[src/rtl/dual_rail_mod_counter.sv]
// Dual-rail token counter: counts tokens of one polarity modulo MOD under a
// four-phase return-to-zero handshake and answers each token with a dual-rail parity.
module dual_rail_mod_counter #(
    parameter int MOD         = 2,
    parameter int COUNT_ONES  = 0,
    parameter int SYNC_STAGES = 0,
    parameter int CW          = $clog2(MOD)
) (
    input  logic          clk,
    input  logic          reset,
    input  logic          bit0,
    input  logic          bit1,
    output logic          parity0,
    output logic          parity1,
    output logic [CW-1:0] count,
    output logic          err
);

    typedef enum logic [1:0] {WAIT_NULL, IDLE, ACK, ERR} state_t;

    localparam logic [CW-1:0] CNT_MAX = CW'(MOD - 1);
    localparam logic          CNT_POL = (COUNT_ONES != 0);

    logic b0s, b1s;

    generate
        if (SYNC_STAGES == 0) begin : g_nosync
            assign b0s = bit0;
            assign b1s = bit1;
        end else begin : g_sync
            logic [SYNC_STAGES-1:0] sync0_q, sync0_d;
            logic [SYNC_STAGES-1:0] sync1_q, sync1_d;

            always_comb begin
                sync0_d    = '0;
                sync1_d    = '0;
                sync0_d[0] = bit0;
                sync1_d[0] = bit1;
                for (int i = 1; i < SYNC_STAGES; i++) begin
                    sync0_d[i] = sync0_q[i-1];
                    sync1_d[i] = sync1_q[i-1];
                end
            end

            always_ff @(posedge clk) begin
                if (reset) begin
                    sync0_q <= '0;
                    sync1_q <= '0;
                end else begin
                    sync0_q <= sync0_d;
                    sync1_q <= sync1_d;
                end
            end

            assign b0s = sync0_q[SYNC_STAGES-1];
            assign b1s = sync1_q[SYNC_STAGES-1];
        end
    endgenerate

    state_t        state_q, state_d;
    logic [CW-1:0] cnt_q, cnt_d;
    logic          tok_q, tok_d;    // rail of the token held in ACK (1 = bit1)

    always_ff @(posedge clk) begin
        if (reset) begin
            state_q <= WAIT_NULL;
            cnt_q   <= '0;
            tok_q   <= 1'b0;
        end else begin
            state_q <= state_d;
            cnt_q   <= cnt_d;
            tok_q   <= tok_d;
        end
    end

    always_comb begin
        state_d = state_q;
        cnt_d   = cnt_q;
        tok_d   = tok_q;
        case (state_q)
            WAIT_NULL: begin
                if (!b0s && !b1s) state_d = IDLE;
            end
            IDLE: begin
                if (b0s && b1s) begin
                    state_d = ERR;
                end else if (b0s ^ b1s) begin
                    state_d = ACK;
                    tok_d   = b1s;
                    if (b1s == CNT_POL)
                        cnt_d = (cnt_q == CNT_MAX) ? '0 : cnt_q + CW'(1);
                end
            end
            ACK: begin
                // Holding the same token keeps ACK; a rail swap without spacer is a violation.
                if (!b0s && !b1s)
                    state_d = IDLE;
                else if ((b0s && b1s) || (b1s != tok_q))
                    state_d = ERR;
            end
            ERR:     state_d = ERR;
            default: state_d = WAIT_NULL;
        endcase
    end

    logic          parity0_q, parity0_d;
    logic          parity1_q, parity1_d;
    logic          err_q, err_d;
    logic [CW-1:0] count_q, count_d;

    always_comb begin
        parity0_d = 1'b0;
        parity1_d = 1'b0;
        err_d     = (state_q == ERR);
        count_d   = cnt_q;
        if (state_q == ACK) begin
            parity1_d = (cnt_q == '0);
            parity0_d = !parity1_d;
        end
    end

    always_ff @(posedge clk) begin
        if (reset) begin
            parity0_q <= 1'b0;
            parity1_q <= 1'b0;
            err_q     <= 1'b0;
            count_q   <= '0;
        end else begin
            parity0_q <= parity0_d;
            parity1_q <= parity1_d;
            err_q     <= err_d;
            count_q   <= count_d;
        end
    end

    assign parity0 = parity0_q;
    assign parity1 = parity1_q;
    assign err     = err_q;
    assign count   = count_q;

endmodule

[config.mk]
export PLATFORM = sky130hd
export DESIGN_NAME = dual_rail_mod_counter
export DESIGN_NICKNAME = d
export VERILOG_FILES = /design/src/rtl/dual_rail_mod_counter.sv
export SDC_FILE = /design/constraint.sdc
export NUM_CORES = 1
export LEC_CHECK = 0
export CAP_MARGIN = 40
export CORE_AREA = 5 5 42 44
export DETAILED_ROUTE_END_ITERATION = 6
export DIE_AREA = 0 0 47 49
export DONT_BUFFER_PORTS = 1
export PLACE_DENSITY = 0.47
export REMOVE_ABC_BUFFERS = 1
export SLEW_MARGIN = 10
export SYNTH_ARGS = -nofsm -noshare
export SYNTH_HDL_FRONTEND = slang
export SYNTH_SLANG_ARGS = --single-unit
[constraint.sdc]
create_clock -name clk -period 1.55 [get_ports clk]
set_input_delay 0.155 -clock clk [delete_from_list [all_inputs] [get_ports clk]]
set_output_delay 0.155 -clock clk [all_outputs]
set_load 0.03 [all_outputs]
; ---- Yosys cells after proc, flatten, opt, wreduce, memory -nomap -nowiden
; Cells that the tools add are included.
; W data, S select, Z words.
[totals]
romBits = 0
memories = 0
inputBits = 4
elab_cells = 37
reg_bits = 8
latch_bits = 0
mem_bits_rw = 0
out_inout_bits = 4
[op_classes]
n_reduce_logical = 10
n_mul = 0
n_lt_le_gt_ge = 0
bitwise_logic = 5
n_shift = 0
addsub = 1
n_eq_ne = 7
n_mux = 7
div_mod_pow = 0
[op_table]
columns = cell, count
row1 = $mux W2, 5
row2 = $pmux W2 S4, 1
row3 = $ne A3 B3 Y1 const B, 2
row4 = $reduce_and A3 Y1, 2
row5 = $eq A2 B2 Y1 const B, 2
row6 = $not A1 Y1, 4
row7 = $reduce_and A4 Y1, 1
row8 = $eq A2 B1 Y1 const B, 1
row9 = $logic_and A1 B1 Y1, 2
row10 = $logic_not A1 Y1, 2
row11 = $logic_not A2 Y1, 1
row12 = $ne A2 B2 Y1 const B, 1
row13 = $reduce_or A2 Y1, 1
row14 = $add A1 B1 Y1 const B, 1
row15 = $logic_or A1 B1 Y1, 1
row16 = $mux W1, 1
row17 = $ne A1 B1 Y1, 1
row18 = $xor A1 B1 Y1, 1

; ---- Depth between registers and ports, before layout
; Gate-level depths: netlist of run 1.
[depth]
word_depth = 5
ltp_mapped = 5
ltp_nobuf = 5

; ---- Worst setup path before layout of run 1
; No wires, ideal clock.
[synth_timing]
kind = input port to flip-flop
startpoint = input port bit0
endpoint = register cnt_q
setup_time_ns = 0.121
arrival_ns = 0.990
stages = 5
setup_slack_ns = 0.439
path_cell_list = inv_1 ha_1 nand3b_2 nor3_2 mux2_2
[synth_between]
elab_chain_len = 3
elab_cells_between_ends = 4
[synth_rtl]
columns = item, line_no
row1 = from (decl), 11  ; input logic bit0,
row2 = $logic_and A1 B1 Y1, 85  ; if (b0s && b1s) begin
row3 = $not A1 Y1 (no line), n/a
row4 = $reduce_and A4 Y1 (no line) (*), n/a
row5 = to (signal assigned), 71  ; cnt_q <= cnt_d;
row6 = to (decl), 61  ; logic [CW-1:0] cnt_q, cnt_d;
; Every way passes the cells marked *; elsewhere a longest branch is shown, timed or not.
; A chain may end at the register's enable or synchronous reset.

; ---- Worst setup path in the final report of run 1
[layout_timing]
startpoint = register state_q[1]
endpoint = register cnt_q
[layout_between]
elab_chain_len = 2
[layout_rtl]
columns = item, line_no
row1 = from (decl), 60  ; state_t state_q, state_d;
row2 = from (signal assigned), 70  ; state_q <= state_d;
row3 = $eq A2 B1 Y1, 80  ; case (state_q)
row4 = $reduce_and A4 Y1 (no line), n/a
; Every way passes these cells.

==> results of run 1 <==
==> cell type report <==
cell class              count  area (um2)
clock buffers               3        22.5
fillers                   159        1020
inverters                   3        11.3
multi-input cells          19         154
flip-flops and latches      8         160
well taps                  16        20.0
repair buffers              1        10.0
==> where the power goes <==
part           internal [uW]  leakage, uW  switching [uW]
Sequential               212    0.0000648            9.39
Combinational           14.4    0.0000850            13.2
Clock                   88.5    0.0000138            69.1
==> worst paths after layout <==
kind / end / slack [ns] / cells past startpoint
setup / recovery: cnt_q$_SDFFE_PP0P_ / 0.36 / 3
hold reg to reg: parity1$_SDFF_PP0_ / 0.47 / 1
hold / removal: tok_q$_SDFFE_PP0P_ / 0.06 / 2
setup reg to reg: cnt_q$_SDFFE_PP0P_ / 0.36 / 3
==> routing by layer <==
layer | wire length, um | up-vias | track usage [%]
li1 | - | 114 | -
met1 | 230 | 104 | 6.89
met2 | 293 | 9 | 8.82
met3 | 85 | 2 | 8.12
met4 | 9 | 0 | 4.15
met5 | 0 | - | 0
==> state kept, by name, indices dropped and copies added (netlist names) <==
register / cells
parity0: 1
parity1: 1
tok_q: 1
count: 1
cnt_q: 1
err: 1
state_q: 2
==> layout by cell type (no fill, tap or decap) <==
| master | count |
|---|---|
| sky130_fd_sc_hd__dfxtp_1 | 8 |
| sky130_fd_sc_hd__inv_1 | 3 |
| sky130_fd_sc_hd__clkbuf_4 | 3 |
| sky130_fd_sc_hd__nor2_1 | 2 |
| sky130_fd_sc_hd__ha_1 | 2 |
| sky130_fd_sc_hd__and4bb_2 | 1 |
| sky130_fd_sc_hd__nor4b_1 | 1 |
| sky130_fd_sc_hd__and3b_2 | 1 |
| sky130_fd_sc_hd__nor2b_1 | 1 |
| sky130_fd_sc_hd__xor2_1 | 1 |
| sky130_fd_sc_hd__nor4_1 | 1 |
| sky130_fd_sc_hd__a211oi_1 | 1 |
| sky130_fd_sc_hd__nor3_1 | 1 |
| sky130_fd_sc_hd__o21ai_0 | 1 |
| sky130_fd_sc_hd__nand2_1 | 1 |
| sky130_fd_sc_hd__a21oi_1 | 1 |
| sky130_fd_sc_hd__nand3b_2 | 1 |
| sky130_fd_sc_hd__nor3_2 | 1 |
| sky130_fd_sc_hd__mux2_2 | 1 |
| sky130_fd_sc_hd__mux2i_1 | 1 |
| sky130_fd_sc_hd__dlygate4sd3_1 | 1 |
==> kinds of logic (layout without fill, tap and decap cells) <==
| group | after synthesis | count (layout) |
|---|---|---|
| AND/OR/NAND/NOR | 11 | 11 |
| XOR/XNOR | 1 | 1 |
| adder cells (fa/ha/maj) | 2 | 2 |
| multiplexers | 2 | 2 |
| flip-flops | 8 | 8 |
| AO/OA/AOI/OAI | 3 | 3 |
| buffers and inverters | 3 | 7 |
==> through the flow <==
stage          worst slack [ns]  power [uW]  hold WS (ns)
4_1_cts                   0.344         415        0.0595
2_1_floorplan             0.439         244         0.224
6_report                  0.361         407        0.0604
3_3_place_gp              0.385         247         0.225
5_1_grt                   0.287         436        0.0488
3_5_place_dp              0.354         250         0.230
==> critical path, delay by kind of cell, from the launching register on <==
| family | cells | cell delay [ns] |
|---|---|---|
| mux | 1 | 0.34 |
| flops | 1 | 0.34 |
| simple gates | 2 | 0.38 |
==> summary.json, run 1 <==
{
  "detailedPlacementHpwl_um": 435,
  "synthesis.area_um2": 325,
  "worst-endpoint-required_ns": 1.69,
  "detail_route.iter0.violations": 0,
  "crit_type": "reg -> reg",
  "synth_commonest_cells": "sky130_fd_sc_hd__dfxtp_1, sky130_fd_sc_hd__inv_1, sky130_fd_sc_hd__ha_1, sky130_fd_sc_hd__nor2_1",
  "htreeDepth": 1,
  "dpl-instance-area_um2": 345,
  "cts.repair.resized": 0,
  "finalMaxSlewViolations": 0,
  "most_instantiated_library_cell_after_synthesis": "sky130_fd_sc_hd__dfxtp_1",
  "peakVddDrop_mv": 0.552,
  "holdCritPathClass": "in -> reg",
  "fp.coreArea_um2": 1400,
  "max_cap_viol_count": 0,
  "layout-area-overhead-vs-synth_pct": 16.2,
  "number_of_global_route_vias_before_repair": 238,
  "synth.mux.area_fraction_pct": 6.54,
  "cts_inserted_buffers": 3,
  "syn-mean-instance-area_um2": 10.8,
  "post_synth_fa_ha_maj_area_fraction_pct": 7.69,
  "distinct_cells_synth": 19,
  "detail_route.vias_per_cell": 4.58,
  "number_of_antenna_repair_diodes": 0,
  "highest_clock_rate_ghz": 0.841,
  "timing.max_slew.rel_slack_pct": 80.2,
  "final_core_utilization_pct": 27.0,
  "antenna_found_initial": 0,
  "slowest_stage": "sky130_fd_sc_hd__dfxtp_1",
  "rsz0062_at_grt": "no",
  "io_buffers": 0,
  "path_max_fanout": 6,
  "run_status": "finished, final reports clean",
  "cts_tree": "done",
  "ys.warnings.count": 0,
  "cp.arrival_ns": 1.33,
  "synth-async-reset-ratio_pct": 0,
  "drcViolationCount": 0,
  "post_synth_and_or_nand_nor_area_fraction_pct": 25.0,
  "detail-route-antenna-nets": 0,
  "finalSetupViolCount": 0,
  "synth_top_family_by_area": "simple AND/OR/NAND/NOR gates",
  "groute.usage.overall_pct": 7.14,
  "final-hold-violation-count": 0,
  "critical_path.reg2reg.startpoint": "state_q[1]$_SDFFE_PP0P_",
  "final_net_count": 42,
  "clk_pin_slew_worst_paths_ns": 0.06,
  "worstSkewPairLatency_ns": 0.25,
  "crit_start": "state_q[1]$_SDFFE_PP0P_",
  "power_density_over_the_cells_nw_per_um2": 1080,
  "die_boundary_width_um": 47,
  "synth_compound_area_share_pct": 5.38,
  "core.rowCount": 14,
  "number_of_flops_mapped_to_enable_cells_by_yosys": 0,
  "yosys_most_used_dff": "sky130_fd_sc_hd__dfxtp_1",
  "layoutNonFillerInstCount": 50,
  "cts.path.max_buffers": 2,
  "synth_seq_area_share_pct": 49.2,
  "synth-xor-area-share_pct": 2.69,
  "endpoint_kind": "register",
  "synthTopCellsByArea": "sky130_fd_sc_hd__dfxtp_1, sky130_fd_sc_hd__ha_1, sky130_fd_sc_hd__and4bb_2",
  "timing.critical_path.cells": "nand3b_2, nor3_2, mux2_2",
  "ioPinCount": 8,
  "cts-hold-fix-buffers": 1,
  "die_height_um": 49,
  "initial_core_util_pct": 23.2,
  "maximum_number_of_pins_on_one_net_before_global_route_repair": 9,
  "cts_root_buffer": "sky130_fd_sc_hd__clkbuf_4",
  "synth_top_area_share_pct": 49.2,
  "vias": 229,
  "post-cts-setup-buffers": 0,
  "start_kind": "register",
  "post-route-cell-area_um2": 378,
  "grt_first_pass_wirelength_mm": 1.06,
  "p_leak_uw": 0.000164,
  "globalRouteOverflowTotal": 0,
  "layout_cell_share_with_drive_strength_beyond_1_pct": 23.5,
  "wl_um": 619,
  "postSynthRegisterBits": 8,
  "hold_wc_startpoint": "bit1",
  "design.die.area_um2": 2300,
  "layout_worst_path_cycle_share_pct": 76.7,
  "drt-wirelength-per-cell_um": 12.4,
  "drtPass1Iterations": 1,
  "dpl.cell_count": 46,
  "fin_skew_ns": 0.00509,
  "synthesis.instances": 30,
  "max_slew.worst_pin.slew_ns": 0.297,
  "synthDominantAreaCellType": "sky130_fd_sc_hd__dfxtp_1",
  "total_negative_setup_slacks_ns": 0,
  "clkSinkCount": 8,
  "final.min_clock_period_ns": 1.19,
  "worst_path_largest_cell_delay_ns": 0.34,
  "place_congestion": 0.690
}
No activity file was read; power rests on OpenSTA's default activity.
==> run 2, diff against run 1 <==
==> constraint.sdc (replaced) <==
create_clock -name clk -period 1.1 [get_ports clk]
set_input_delay 0.11 -clock clk [delete_from_list [all_inputs] [get_ports clk]]
set_output_delay 0.11 -clock clk [all_outputs]
set_load 0.03 [all_outputs]
==> summary.json, run 2 (synthesis gave the netlist of run 1 again) <==
{
  "rsz0062_at_grt": "yes",
  "number_of_antenna_repair_diodes": 0,
  "htreeDepth": 1,
  "finalMaxSlewViolations": 0,
  "timing.max_slew.rel_slack_pct": 80.1,
  "globalRouteOverflowTotal": 0,
  "detail_route.vias_per_cell": 4.65,
  "p_comb_share_pct": 10.1,
  "internal-power_uw": 457,
  "place_congestion": 0.707,
  "start_kind": "register",
  "power_density_over_the_cells_nw_per_um2": 1380,
  "timing.hold.worst_path_depth": 2,
  "cp.arrival_ns": 1.19,
  "layout_cell_share_with_drive_strength_beyond_1_pct": 36.8,
  "holdCritPathClass": "in -> reg",
  "layout_worst_path_cycle_share_pct": 95.1,
  "ioPinCount": 8,
  "layout-area-overhead-vs-synth_pct": 31.9,
  "groute.usage.overall_pct": 7.75,
  "initial_core_util_pct": 23.2,
  "timing.final.ws_setup_ns": 0.0534,
  "number_of_global_route_vias_before_repair": 281,
  "clk_pin_slew_worst_paths_ns": 0.05,
  "io_buffers": 0,
  "crit_type": "reg -> reg",
  "drcViolationCount": 0,
  "cts_inserted_buffers": 3,
  "post-layout-total-power_uw": 593,
  "vias": 251,
  "total_negative_setup_slacks_ns": 0,
  "final-hold-violation-count": 0,
  "largest_reg_flops": 2,
  "grt_first_pass_wirelength_mm": 1.21,
  "fin_skew_ns": 0.00384,
  "peakVddDrop_mv": 0.544,
  "design.die.area_um2": 2300,
  "final.min_clock_period_ns": 1.05,
  "layoutNonFillerInstCount": 54,
  "post-place-ws_ns": -0.0272,
  "power.share.sequential_pct": 52.3,
  "final_net_count": 46,
  "layout.cells.most_common_list": "sky130_fd_sc_hd__dfxtp_1, sky130_fd_sc_hd__buf_4, sky130_fd_sc_hd__inv_1, sky130_fd_sc_hd__clkbuf_4",
  "maximum_number_of_pins_on_one_net_before_global_route_repair": 8,
  "endpoint_kind": "register",
  "detailedPlacementHpwl_um": 448,
  "cts_tree": "done",
  "mostFrequentLayoutCell": "sky130_fd_sc_hd__dfxtp_1",
  "power.share.clock_pct": 37.6,
  "max_slew.worst_pin.slew_ns": 0.298,
  "dpl.cell_count": 49,
  "detail_route.iter0.violations": 1,
  "worst-endpoint-required_ns": 1.24,
  "cts_root_buffer": "sky130_fd_sc_hd__clkbuf_4",
  "core.rowCount": 14,
  "timing.reg2reg.worst_path_depth": 3,
  "die_height_um": 49,
  "wl_um": 657,
  "run_status": "finished, final reports clean",
  "p_leak_uw": 0.000201,
  "finalSetupViolCount": 0,
  "antenna_found_initial": 0,
  "netSwitchingFraction_pct": 22.9,
  "clkSinkCount": 8,
  "regMostFlops": "state_q",
  "worst_hold_slack_ns": 0.00633,
  "highest_clock_rate_ghz": 0.956,
  "max_cap_viol_count": 0,
  "p_switching_uw": 135,
  "detail-route-antenna-nets": 0,
  "path_max_fanout": 2,
  "die_boundary_width_um": 47,
  "drt-wirelength-per-cell_um": 12.2,
  "worstSkewPairLatency_ns": 0.25,
  "drtPass1Iterations": 2,
  "cts.path.max_buffers": 2,
  "fp.coreArea_um2": 1400
}
## run 2: metal layers
| metal | up-vias | global-route usage [%] | part of all wire [%] |
|---|---|---|---|
| met2 | 7 | 11.3 | 48 |
| met3 | 4 | 2.95 | 10 |
| met1 | 118 | 7.49 | 38 |
| met5 | - | 0 | 0 |
| met4 | 0 | 8.29 | 3.8 |
| li1 | 122 | - | - |
## run 2: area by class of cell
cell class | instances | area (um2)
fill | 154 | 972
multi-input combinational | 19 | 173
sequential | 8 | 163
timing repair buffer | 5 | 40.0
clock buffer | 3 | 22.5
tap | 16 | 20.0
inverter | 3 | 11.3
## run 2: power groups by stage
stage          Combinational (uW)  Sequential [uW]  Clock [uW]
2_1_floorplan                28.9              315           0
5_1_grt                      67.0              311         250
3_5_place_dp                 46.2              314           0
6_report                     60.1              310         223
4_1_cts                      58.4              309         231
3_3_place_gp                 44.3              313           0
## run 2: through the flow
stage                     instance area, um2  utilization, %
after floorplan                          325               -
after CTS                                420            30.0
final                                    429            30.6
after detailed placement                 368            26.3
after global placement                   368            26.3
after global routing                     429            30.6
## run 2: critical path, stage by stage (launching register included)
cell	delay, ns
sky130_fd_sc_hd__dfxtp_2	0.32
sky130_fd_sc_hd__nand3b_4	0.16
sky130_fd_sc_hd__nor3_4	0.14
sky130_fd_sc_hd__mux2_4	0.31
## run 2: what timing repair did
item | CTS | global route
gates resized for setup | 4 | 1
pin swaps | 1 | 1
hold buffers | 1 | 0
setup buffers | 0 | 1
endpoints found under the setup margin | 1 | 1
hold endpoints to repair | 5 | 0
## run 2: final timing paths
path | start | end | slack, ns
max | state_q[1]$_SDFFE_PP0P_ | cnt_q$_SDFFE_PP0P_ | 0.05
min | bit1 | tok_q$_SDFFE_PP0P_ | 0.006
min reg2reg | cnt_q$_SDFFE_PP0P_ | parity1$_SDFF_PP0_ | 0.48
max reg2reg | state_q[1]$_SDFFE_PP0P_ | cnt_q$_SDFFE_PP0P_ | 0.05
